`config.mk`:
```
export PLATFORM = sky130hd
export DESIGN_NAME = morse_tx_sequencer
export DESIGN_NICKNAME = d
export VERILOG_FILES = /design/src/rtl/morse_tx_sequencer.sv
export SDC_FILE = /design/constraint.sdc
export NUM_CORES = 1
export LEC_CHECK = 0
export ABC_AREA = 1
export CORE_MARGIN = 3
export CORE_UTILIZATION = 51
export DETAILED_ROUTE_END_ITERATION = 12
export HOLD_SLACK_MARGIN = 0.1
export PLACE_DENSITY = 0.83
export SLEW_MARGIN = 10
export SYNTH_ARGS = -nofsm -noshare
export SYNTH_HDL_FRONTEND = slang
export SYNTH_SLANG_ARGS = --single-unit
```
`constraint.sdc`:
```
create_clock -name clk -period 1.75 [get_ports clk]
set_input_delay 0.35 -clock clk [delete_from_list [all_inputs] [get_ports clk]]
set_output_delay 0.35 -clock clk [all_outputs]
set_load 0.01 [all_outputs]
```
`src/rtl/morse_tx_sequencer.sv`:
```
// morse_tx_sequencer
//   Accepts one ASCII character per handshake, hands it (upper-cased) to an
//   external combinational Morse encoder, and keys the symbols out with
//   standard Morse timing: dot = 1 unit, dash = 3, intra-symbol gap = 1,
//   trailing character gap = 3, space (word gap) = 7 units.
// Ports
//   clk, rst            : clock, synchronous active-high reset
//   char_data/valid/ready : character input handshake
//   abort               : drop the current character at the next edge
//   enc_ascii           : registered character to the external encoder
//   enc_code, enc_len   : encoder result (MSB first, 1 = dash; len 0 = unsupported)
//   key_out             : transmitter key (1 = tone)
//   busy                : not idle
//   char_done, char_err : one-cycle completion / rejection pulses
module morse_tx_sequencer #(
  parameter int unsigned UNIT_CYCLES = 4
) (
  input  logic       clk,
  input  logic       rst,
  input  logic [7:0] char_data,
  input  logic       char_valid,
  output logic       char_ready,
  input  logic       abort,
  output logic [7:0] enc_ascii,
  input  logic [4:0] enc_code,
  input  logic [2:0] enc_len,
  output logic       key_out,
  output logic       busy,
  output logic       char_done,
  output logic       char_err
);

  // Counter must hold the longest interval (7 units) minus one.
  localparam int unsigned CW = $clog2(7 * UNIT_CYCLES);
  localparam logic [CW-1:0] C_1U = CW'(UNIT_CYCLES - 1);
  localparam logic [CW-1:0] C_3U = CW'(3 * UNIT_CYCLES - 1);
  localparam logic [CW-1:0] C_7U = CW'(7 * UNIT_CYCLES - 1);

  typedef enum logic [2:0] {
    IDLE, LOAD, MARK, GAP, CHAR_GAP, WORD_GAP
  } state_t;

  state_t        r_state;
  logic [7:0]    r_ascii;
  logic [4:0]    r_shift;
  logic [2:0]    r_count;
  logic [CW-1:0] r_unit;
  logic          r_key;
  logic          r_done;
  logic          r_err;

  logic [7:0]    w_upper;
  logic [CW-1:0] w_first_mark;
  logic [CW-1:0] w_next_mark;
  logic          w_ready;

  always_comb begin
    w_upper = char_data;
    if (char_data >= 8'h61 && char_data <= 8'h7A) w_upper = char_data - 8'h20;
  end

  // First symbol length comes straight from the encoder; later ones from
  // the already-shifted register.
  assign w_first_mark = enc_code[4] ? C_3U : C_1U;
  assign w_next_mark  = r_shift[4]  ? C_3U : C_1U;

  assign w_ready    = (r_state == IDLE) && !abort;
  assign char_ready = w_ready;
  assign enc_ascii  = r_ascii;
  assign key_out    = r_key;
  assign busy       = (r_state != IDLE);
  assign char_done  = r_done;
  assign char_err   = r_err;

  always_ff @(posedge clk) begin
    if (rst) begin
      r_state <= IDLE;
      r_ascii <= '0;
      r_shift <= '0;
      r_count <= '0;
      r_unit  <= '0;
      r_key   <= 1'b0;
      r_done  <= 1'b0;
      r_err   <= 1'b0;
    end else begin
      r_done <= 1'b0;
      r_err  <= 1'b0;
      if (r_state != IDLE && abort) begin
        r_state <= IDLE;
        r_key   <= 1'b0;
        r_unit  <= '0;
      end else begin
        case (r_state)
          IDLE: begin
            if (char_valid && w_ready) begin
              r_ascii <= w_upper;
              r_state <= LOAD;
            end
          end
          LOAD: begin
            r_shift <= enc_code;
            r_count <= enc_len;
            if (r_ascii == 8'h20) begin
              r_state <= WORD_GAP;
              r_unit  <= C_7U;
            end else if (enc_len == 3'd0) begin
              r_state <= IDLE;
              r_err   <= 1'b1;
            end else begin
              r_state <= MARK;
              r_key   <= 1'b1;
              r_unit  <= w_first_mark;
            end
          end
          MARK: begin
            if (r_unit == '0) begin
              r_count <= r_count - 3'd1;
              r_shift <= {r_shift[3:0], 1'b0};
              r_key   <= 1'b0;
              // r_count still holds the pre-decrement value here.
              if (r_count > 3'd1) begin
                r_state <= GAP;
                r_unit  <= C_1U;
              end else begin
                r_state <= CHAR_GAP;
                r_unit  <= C_3U;
              end
            end else begin
              r_unit <= r_unit - CW'(1);
            end
          end
          GAP: begin
            if (r_unit == '0) begin
              r_state <= MARK;
              r_key   <= 1'b1;
              r_unit  <= w_next_mark;
            end else begin
              r_unit <= r_unit - CW'(1);
            end
          end
          CHAR_GAP, WORD_GAP: begin
            if (r_unit == '0) begin
              r_state <= IDLE;
              r_done  <= 1'b1;
            end else begin
              r_unit <= r_unit - CW'(1);
            end
          end
          default: r_state <= IDLE;
        endcase
      end
    end
  end

endmodule

```
# Word level (Yosys, flattened, before mapping)
# Index checks and enable logic that the tools add are counted.
dict set report op_classes {
  n_eq_ne 14
  n_shift 0
  n_addsub 3
  reduce_logical 21
  div_mod_pow 0
  multipliers 0
  n_mux 29
  n_lt_le_gt_ge 3
  bitwise_logic 3
}
# cell count
set ops {}
lappend ops {{$mux W5} 6}
lappend ops {{$mux W3} 7}
lappend ops {{$pmux W5 S4} 1}
lappend ops {{$pmux W3 S5} 1}
lappend ops {{$mux W4} 3}
lappend ops {{$ne A2 B2 Y1 const B} 6}
lappend ops {{$pmux W5 S2} 1}
lappend ops {{$reduce_and A3 Y1} 3}
lappend ops {{$eq A8 B6 Y1 const B} 1}
lappend ops {{$ge A8 B7 Y1 const B} 1}
lappend ops {{$le A8 B7 Y1 const B} 1}
lappend ops {{$mux W8} 1}
lappend ops {{$sub A8 B6 Y8 const B} 1}
lappend ops {{$eq A3 B2 Y1 const B} 2}
lappend ops {{$eq A3 B3 Y1 const B} 2}
lappend ops {{$logic_not A3 Y1} 2}
lappend ops {{$mux W1} 6}
lappend ops {{$pmux W3 S2} 1}
lappend ops {{$reduce_bool A3 Y1} 2}
lappend ops {{$logic_not A5 Y1} 1}
lappend ops {{$reduce_and A5 Y1} 1}
lappend ops {{$sub A5 B1 Y5 const B} 1}
lappend ops {{$logic_and A1 B1 Y1} 4}
lappend ops {{$reduce_and A4 Y1} 1}
lappend ops {{other kinds (14)} 17}
dict set report word_totals {
  wordCells 81
  n_memories 0
  register_bits 27
  output_inout_bits 13
  latchBits 0
  ram_bits 0
  romBits 0
  input_bits 20
}

# Longest topological paths before layout
dict set report depth {
  ltp_word 5
  depth_mapped 11
  mapped_depth_nobuf 11
}

# Least setup slack after synthesis
# OpenSTA, ideal clock, no wires.
dict set report synth_path {
  path_type {reg-to-reg}
  start {register r_unit[0]}
  end {register r_count[0]}
  t_arrival_ps 1253
  synth_period_minus_slack_ps 1372
  t_required_ps 1631
  setup_time_ps 119
  path_stages_with_launch 11
  path_buffers 1
  setup_slack_ps 378
  cell_sequence {dfxtp_1 > inv_1 > ha_1 > inv_1 > nor2_1 > nand2_2 > inv_1 > o21ai_2 > buf_6 > o21ai_0 > a21oi_1}
}
dict set report synth_via {
  elab_chain_cells 3
}
# element line
set synth_rtl {}
lappend synth_rtl {{start, declared} 47} ;# logic [CW-1:0] r_unit;
lappend synth_rtl {{start signal, assigned} 112} ;# r_unit <= w_first_mark;
lappend synth_rtl {{start signal, assigned} 129} ;# r_unit <= r_unit - CW'(1);
lappend synth_rtl {{start signal, assigned} 136} ;# r_unit <= w_next_mark;
lappend synth_rtl {{$logic_not A5 Y1} 116} ;# if (r_unit == '0) begin
lappend synth_rtl {{$ne A2 B2 Y1 (no line)} n/a}
lappend synth_rtl {{$reduce_and A3 Y1 (no line)} n/a}
lappend synth_rtl {{end signal, assigned} 102} ;# r_count <= enc_len;
lappend synth_rtl {{end signal, assigned} 117} ;# r_count <= r_count - 3'd1;
lappend synth_rtl {{end, declared} 46} ;# logic [2:0] r_count;
# No other way between the ends.
# A chain may end at the register's enable or synchronous reset.

# Worst setup path in the final report
dict set report layout_path {
  start {register r_state[2]}
  end {output port char_ready}
}
dict set report layout_via {
  elab_chain_cells 2
}
# element line
set layout_rtl {}
lappend layout_rtl {{start, declared} 43} ;# state_t r_state;
lappend layout_rtl {{start signal, assigned} 77} ;# r_state <= IDLE;
lappend layout_rtl {{start signal, assigned} 89} ;# r_state <= IDLE;
lappend layout_rtl {{start signal, assigned} 97} ;# r_state <= LOAD;
lappend layout_rtl {{$logic_not A3 Y1} 67} ;# assign w_ready = (r_state == IDLE) && !abort;
lappend layout_rtl {{$logic_and A1 B1 Y1} 67}
lappend layout_rtl {{end, declared} 22} ;# output logic char_ready,
# No other way between the ends.

==> impl_metrics.tcl <==
set metrics [dict create \
    hpwl_um 3040 \
    clk_latency_ps 340 \
    vias 1751 \
    yosysWarnings 0 \
    chipWidth_um 62.9 \
    io_pins 33 \
    cts_hold_buf 0 \
    crit_required_ps 1400 \
    cts.sinks 27 \
    nNetsFinal 340 \
    rsz0062_at_grt "false" \
    drt_iter0_drc 102 \
    routed_wl_um 3790 \
    final_layout_size_suffix_gt1_frac 0.0860 \
    antenna_found_initial 0 \
    fin_tns_setup_ps 0 \
    max_freq_ghz 0.594 \
    min_path_type "reg -> reg" \
    grt_pass1_vias 1646 \
    grt_use_total 0.201 \
    grt_start_max_net_pins 16 \
    drc 0 \
    setup_violations 0 \
    die_area_um2 3950 \
    multi_input_area_um2 923 \
    p_leak_uw 0.00102 \
    min_period_ps 1680 \
    gp_congestion 0.911 \
    crit_path_start_kind "flip-flop" \
    slew_violations 0 \
    hold_slack_ps 481 \
    fp-row-count 20 \
    coreArea_um2 3080 \
    worstMarginPinSlew_ps 391 \
    syn_nets 299 \
    drv_cap 0 \
    cts_root_buf "clkbuf_4" \
    diodes 0 \
    crit_path_max_incr_delay_ps 370 \
    syn_area_per_cell_um2 6.02 \
    crit_chain "nor2_2 > nand2_2 > nor2_4 > dlygate4sd2_1" \
    dp_slack_ps -158 \
    r2r-end "r_count[1]" \
    die_h_um 62.9 \
    port_buffers 32 \
    endpoint_kind "primary output" \
    crit_start "r_state[2]" \
    grt_first_pass_wirelength_um 6650 \
    hold_viol_final 0 \
    critPathMaxFanout 5 \
    yosysUniqueCellTypes 24 \
    post_drt_via_cell_ratio 4.89 \
    clockBufferDepth 2 \
    wl_per_cell_um 10.6 \
    path_clk_slew_ps 150 \
    critPathKind "reg -> out" \
    start_util 0.536 \
    slew_headroom 0.736 \
    finalClockSkew_ps 13.5 \
    rrSetupSlack_ps 210 \
    setup_ws_ps 65.3 \
    cts-htree-levels 1 \
    syn_inst 274 \
    post-route-period-util 0.963 \
    synth_area_um2 1650 \
    r2r_cells 7 \
    cts_buffers 3 \
    drtPass1Iterations 5 \
    cts_tree "built" \
    peakVddDrop_v 0.000504 \
    cp.arrival_ps 1330 \
    power_density_nw_per_um2 1120 \
    grt-ovfl-total 0 \
    endpoint "char_ready" \
    status "finished, final reports clean" \
    timing.rr.start "r_state[0]" \
    regArea_um2 546 \
    drtAntennaViolNets 0 \
    seq_area_frac_synth 0.328 \
    synthToLayoutAreaGrowth_pct 26.9 \
    synth_seq_cells 27 \
    slowest_stage "dfxtp_2" \
    nFillCells 295 \
]
[metal layers]
layer  global-route usage  share of wire
met5                    0              0
met4               0.0634         0.0071
met3               0.0306          0.060
met2                0.344           0.48
met1                0.258           0.45
[cell families (layout without fill, tap and decap cells)]
logic type      count (synthesis)  count (layout)  synth area share
compound gates                 39              39             0.123
buf+inv                        48              88             0.119
simple gates                  154             154             0.387
fa+ha+maj                       5               5            0.0379
xor+xnor                        1               1           0.00531
flops                          27              27             0.328
[worst min path at each step]
stage / slack (ps) / from / cells after the start / end
after floorplan: 420 / rst / 1 / r_count[2]
after detailed placement: 470 / r_shift[0] / 2 / r_shift[0]
after global routing: 510 / r_shift[0] / 2 / r_shift[0]
final: 480 / r_shift[0] / 2 / r_shift[0]
after CTS: 490 / r_shift[0] / 2 / r_shift[0]
after global placement: 450 / r_shift[0] / 2 / r_shift[0]
[synth_stat cells, drive strengths merged]
cell | n | share of area
a21oi | 19 | 0.060
buf | 3 | 0.017
clkbuf | 1 | 0.0023
dfxtp | 27 | 0.33
ha | 5 | 0.038
inv | 44 | 0.10
nand2 | 86 | 0.20
nand3 | 16 | 0.049
nand3b | 1 | 0.0046
nand4 | 3 | 0.011
nor2 | 45 | 0.11
nor3 | 2 | 0.0061
o21ai | 20 | 0.063
or2 | 1 | 0.0038
xor2 | 1 | 0.0053
[where the power goes]
group	internal, uW	switching [uW]
registers	752	84.1
logic	497	738
clock network	86.0	191
[worst max-delay path, delay by kind of cell (launching register included)]
kind                   cells  cell delay, ps
flip-flops                 1             370
AND/OR/NAND/NOR            3             360
buffers and inverters      1             270
[cell usage in the layout, fill, tap and decap left out, types with 5 or more instances in the layout]
cell	count
nand2_1	82
nor2_1	42
inv_1	41
clkdlybuf4s50_1	30
dfxtp_1	25
o21ai_0	18
a21oi_1	18
nand3_1	16
buf_4	8
ha_1	5
[layout make-up]
type,count,area share
multi-input cells,199,0.441
flip-flops and latches,27,0.260
repair buffers,40,0.180
inverters,44,0.0789
well taps,44,0.0263
clock buffers,3,0.0108
clock inverters,1,0.00239
[registers in the layout (all words and copies together) (netlist names)]
signal	count
key_out	1
r_count	3
r_unit	5
r_shift	5
enc_ascii	8
char_err	1
char_done	1
r_state	3
[stage by stage]
| stage | power, uW | std cells | util | area (um2) |
|---|---|---|---|---|
| after floorplan | 1670 | 274 | - | 1650 |
| after global placement | 2030 | 353 | 0.665 | 2050 |
| after detailed placement | 2060 | 353 | 0.665 | 2050 |
| after CTS | 2320 | 357 | 0.676 | 2080 |
| after global routing | 2580 | 358 | 0.680 | 2090 |
| final | 2350 | 358 | 0.680 | 2090 |
[what timing repair did]
| item | in CTS | in global routing |
|---|---|---|
| pin swaps | 0 | 1 |
| buffers inserted | 0 | 1 |
| endpoints found under the setup margin | 2 | 6 |
| gates resized for setup | 6 | 2 |
(Power assumes the default switching activity.)
